==> config.mk <==
export PLATFORM = sky130hd
export DESIGN_NAME = bin_to_bcd_seq
export DESIGN_NICKNAME = d
export VERILOG_FILES = /design/src/rtl/bin_to_bcd_seq.sv
export SDC_FILE = /design/constraint.sdc
export NUM_CORES = 1
export LEC_CHECK = 0
export ABC_AREA = 1
export BUFFER_PORTS_ARGS = -buffer_cell sky130_fd_sc_hd__buf_2
export CAP_MARGIN = 30
export CORE_MARGIN = 1.5
export CORE_UTILIZATION = 35
export DETAILED_ROUTE_END_ITERATION = 8
export PLACE_DENSITY = 0.61
export REMOVE_ABC_BUFFERS = 1
export SLEW_MARGIN = 10
export SYNTH_ARGS = -nofsm -noshare
export SYNTH_HDL_FRONTEND = slang
export SYNTH_SLANG_ARGS = --single-unit
==> constraint.sdc <==
create_clock -name clock -period 2.73 [get_ports clock]
set_input_delay 0.1365 -clock clock [delete_from_list [all_inputs] [get_ports clock]]
set_output_delay 0.1365 -clock clock [all_outputs]
set_load 0.05 [all_outputs]
==> src/rtl/bin_to_bcd_seq.sv <==
// Sequential binary-to-BCD converter (shift-and-add-3) with handshake.
// Ports: clock, resetn, start, bin in; ready, done, bcd, sign, overflow, ndigits out.
module bin_to_bcd_seq #(
  parameter int BIN_WIDTH   = 16,
  parameter int BCD_DIGITS  = 5,
  parameter int SIGNED_MODE = 0,
  localparam int NDW = $clog2(BCD_DIGITS + 1),
  localparam int CW  = $clog2(BIN_WIDTH + 1),
  localparam int BW  = 4 * BCD_DIGITS
) (
  input  logic                 clock,
  input  logic                 resetn,
  input  logic                 start,
  input  logic [BIN_WIDTH-1:0] bin,
  output logic                 ready,
  output logic                 done,
  output logic [BW-1:0]        bcd,
  output logic                 sign,
  output logic                 overflow,
  output logic [NDW-1:0]       ndigits
);

  typedef enum logic [1:0] {
    IDLE,
    SHIFT,
    ADJUST,
    DONE
  } state_t;

  state_t               state_q, state_d;
  logic [BW-1:0]        bcdw_q, bcdw_d;
  logic [BIN_WIDTH-1:0] binw_q, binw_d;
  logic [CW-1:0]        cnt_q, cnt_d;
  logic                 stk_q, stk_d;
  logic                 sgnw_q, sgnw_d;
  logic [BW-1:0]        bcd_q, bcd_d;
  logic                 sign_q, sign_d;
  logic                 ovf_q, ovf_d;
  logic                 neg;

  always_ff @(posedge clock) begin
    if (!resetn) begin
      state_q <= IDLE;
      bcdw_q  <= '0;
      binw_q  <= '0;
      cnt_q   <= '0;
      stk_q   <= 1'b0;
      sgnw_q  <= 1'b0;
      bcd_q   <= '0;
      sign_q  <= 1'b0;
      ovf_q   <= 1'b0;
    end else begin
      state_q <= state_d;
      bcdw_q  <= bcdw_d;
      binw_q  <= binw_d;
      cnt_q   <= cnt_d;
      stk_q   <= stk_d;
      sgnw_q  <= sgnw_d;
      bcd_q   <= bcd_d;
      sign_q  <= sign_d;
      ovf_q   <= ovf_d;
    end
  end

  // A negative input is never zero, so the latched sign is
  // automatically 0 for a zero magnitude.
  assign neg = (SIGNED_MODE != 0) && bin[BIN_WIDTH-1];

  always_comb begin
    state_d = state_q;
    bcdw_d  = bcdw_q;
    binw_d  = binw_q;
    cnt_d   = cnt_q;
    stk_d   = stk_q;
    sgnw_d  = sgnw_q;
    bcd_d   = bcd_q;
    sign_d  = sign_q;
    ovf_d   = ovf_q;
    unique case (state_q)
      IDLE: begin
        if (start) begin
          binw_d  = neg ? (~bin + 1'b1) : bin;
          sgnw_d  = neg;
          bcdw_d  = '0;
          cnt_d   = '0;
          stk_d   = 1'b0;
          state_d = SHIFT;
        end
      end
      SHIFT: begin
        bcdw_d = {bcdw_q[BW-2:0], binw_q[BIN_WIDTH-1]};
        binw_d = binw_q << 1;
        stk_d  = stk_q | bcdw_q[BW-1];
        cnt_d  = cnt_q + 1'b1;
        if (cnt_d == CW'(BIN_WIDTH)) begin
          // Final shift: publish straight into the result registers.
          state_d = DONE;
          bcd_d   = bcdw_d;
          sign_d  = sgnw_q;
          ovf_d   = stk_d;
        end else begin
          state_d = ADJUST;
        end
      end
      ADJUST: begin
        for (int i = 0; i < BCD_DIGITS; i++) begin
          if (bcdw_q[4*i +: 4] > 4'd4)
            bcdw_d[4*i +: 4] = bcdw_q[4*i +: 4] + 4'd3;
        end
        state_d = SHIFT;
      end
      DONE: state_d = IDLE;
      default: state_d = IDLE;
    endcase
  end

  always_comb begin
    ndigits = NDW'(1);
    for (int i = 1; i < BCD_DIGITS; i++) begin
      if (bcd_q[4*i +: 4] != 4'd0)
        ndigits = NDW'(i + 1);
    end
  end

  assign ready    = (state_q == IDLE);
  assign done     = (state_q == DONE);
  assign bcd      = bcd_q;
  assign sign     = sign_q;
  assign overflow = ovf_q;

endmodule

==> metrics.txt <==
total number of vias 3086; Synth Warn # 0; CTS tree built; crit path capture type register; Power Density 665 nW/um2; die area 9740 um2; CTS max path bufs 2; clk_lat worst skew 0.34 ns; final global-route overflow total 0; Post-CTS Resized 0; routability cong. 0.826; Clock Skew 0.00838 ns; Initial DRC Count 126; clock sinks 65; Yosys cell types 24; die span in x 98.7 um; DRC viols 0; Pleak 1.65 nW; worst slew pin tran 0.821 ns; critical path startpoint category register; Final WS setup 0.760 ns; Final Core Density 42.2%; Mapped Cells 480; I/O Buffers 44; Seq/Total Area, Yosys 40.6%; worst hold-check path type in2reg; commonest non-fill, non-tap cell in the layout nand2_1; share of cells above drive strength 1 14.7%; I/O pins 46; clock-pin slew on the worst setup and hold paths 0.07 ns; Overall Global Routing Usage 15.9%; DR WL/cell 11.5 um; Non-Filler Instances 631; drt first pass iters 6; worst path arrival time 2.24 ns; floorplan core area 8810 um2; fmax 0.508 GHz; Final Hold Vio Count 0; vias in the first global route 2765; # Post-CTS Setup Buffers 0; Final nets 549; CP Class reg2reg; # placed instances 615; # setup viols final 0; crit path time final 1.97 ns; Design Power 2.47 mW; Fin Hold WS 0.0474 ns; layout overhead on the synthesized area 16.0%; first-pass GRT wire length 12400 um; CTS Root Cell clkbuf_8; post-route cell area 3720 um2; DP Area 3500 um2; relative slew slack 45.2%; initial antenna violation count 0; antenna cell count 0; Worst VDD drop 356 uV; final wirelength 7270 um; ANT nets after route 0; Worst Path Max Fanout 34; average cell area after synthesis 6.68 um2; final slew viol count 0; vias per cell 4.89; hpwl dp 4890 um; row count 34; outcome finished, final reports clean; fin crit share 72.2%; die height 98.7 um; Setup TNS 0 ns; max_cap viols 0; Setup WS pre-CTS 0.762 ns; htree depth 3; unrepaired setup endpoints after global routing no; CTS Buf Count 9; hold_buf cts 0; largest net degree at the start of global routing 43; Critical Path RT 3.00 ns; initial core utilization 36.4%; Yosys reg bits 65; most frequent cells in the layout 162 x nand2_1, 65 x dfxtp_1, 53 x nor2_1; Post-Syn Area 3200 um2
synthesized netlist by cell type:
master / n / share of area (%)
inv_2: 2 / 0.23
nor2_2: 5 / 0.98
nand4_1: 1 / 0.20
o22ai_1: 10 / 2.0
ha_1: 12 / 4.7
conb_1: 1 / 0.12
nand2_4: 1 / 0.35
nor2_4: 1 / 0.35
a211oi_1: 1 / 0.23
a21oi_1: 28 / 4.4
o21ai_1: 2 / 0.31
inv_1: 38 / 4.5
nand2_2: 3 / 0.59
clkbuf_1: 11 / 1.3
a31oi_1: 15 / 2.9
dfxtp_1: 65 / 41
nand3_1: 25 / 3.9
buf_4: 5 / 1.2
o21ai_0: 31 / 4.8
buf_2: 4 / 0.62
nand2_1: 162 / 19
nor4_1: 2 / 0.39
nor2_1: 53 / 6.2
buf_1: 2 / 0.23
routing by layer:
metal	track usage (%)	vias up	share of wire (%)
li1	-	1618	-
met1	18.7	1382	47
met2	27.5	73	47
met3	5.53	13	5.3
met4	4.62	0	1.1
met5	0	-	0
cells by family after synthesis:
logic type	share of synthesized area (%)
flip-flops	40.6
other	0.117
buffers and inverters	8.01
AO/OA/AOI/OAI	14.6
AND/OR/NAND/NOR	31.9
adder cells (fa/ha/maj)	4.69
worst max-delay path, cell delays in order, from the launching register on:
cell and delay [ns]:
dfxtp_1 0.34, inv_1 0.12, ha_1 0.19, buf_4 0.29, inv_2 0.06, nand2_1 0.07
nand2_2 0.13, inv_2 0.39, o21ai_0 0.15, a31oi_1 0.16
registers in the layout, indices dropped and copies added, names as in the netlist:
name and flops:
bcd 20, bcdw_q 20, binw_q 16, cnt_q 5, overflow 1, state_q 2, stk_q 1
final timing paths:
kind,start,end,slack (ns),cells past startpoint
max,state_q[1],binw_q[1],0.76,9
min,bin[0],binw_q[0],0.05,3
max reg2reg,state_q[1],binw_q[1],0.76,9
min reg2reg,bcdw_q[13],bcdw_q[13],0.47,2
report_power, final:
group | internal [mW] | total [mW] | switching, mW | leakage [nW]
sequential | 1.03 | 1.07 | 0.0460 | 0.528
clock | 0.495 | 0.866 | 0.371 | 0.105
combinational | 0.153 | 0.534 | 0.381 | 1.01
total | 1.68 | 2.47 | 0.798 | 1.65
cell type report:
cell class / instances / area (um2)
Clock buffer: 12 / 165
Inverter: 40 / 150
Sequential cell: 65 / 1300
Fill cell: 936 / 5090
Tap cell: 108 / 135
Timing Repair Buffer: 49 / 270
Multi-Input combinational cell: 353 / 1650
Clock inverter: 4 / 50.0
Note: power is estimated with default switching activity, not from simulation.
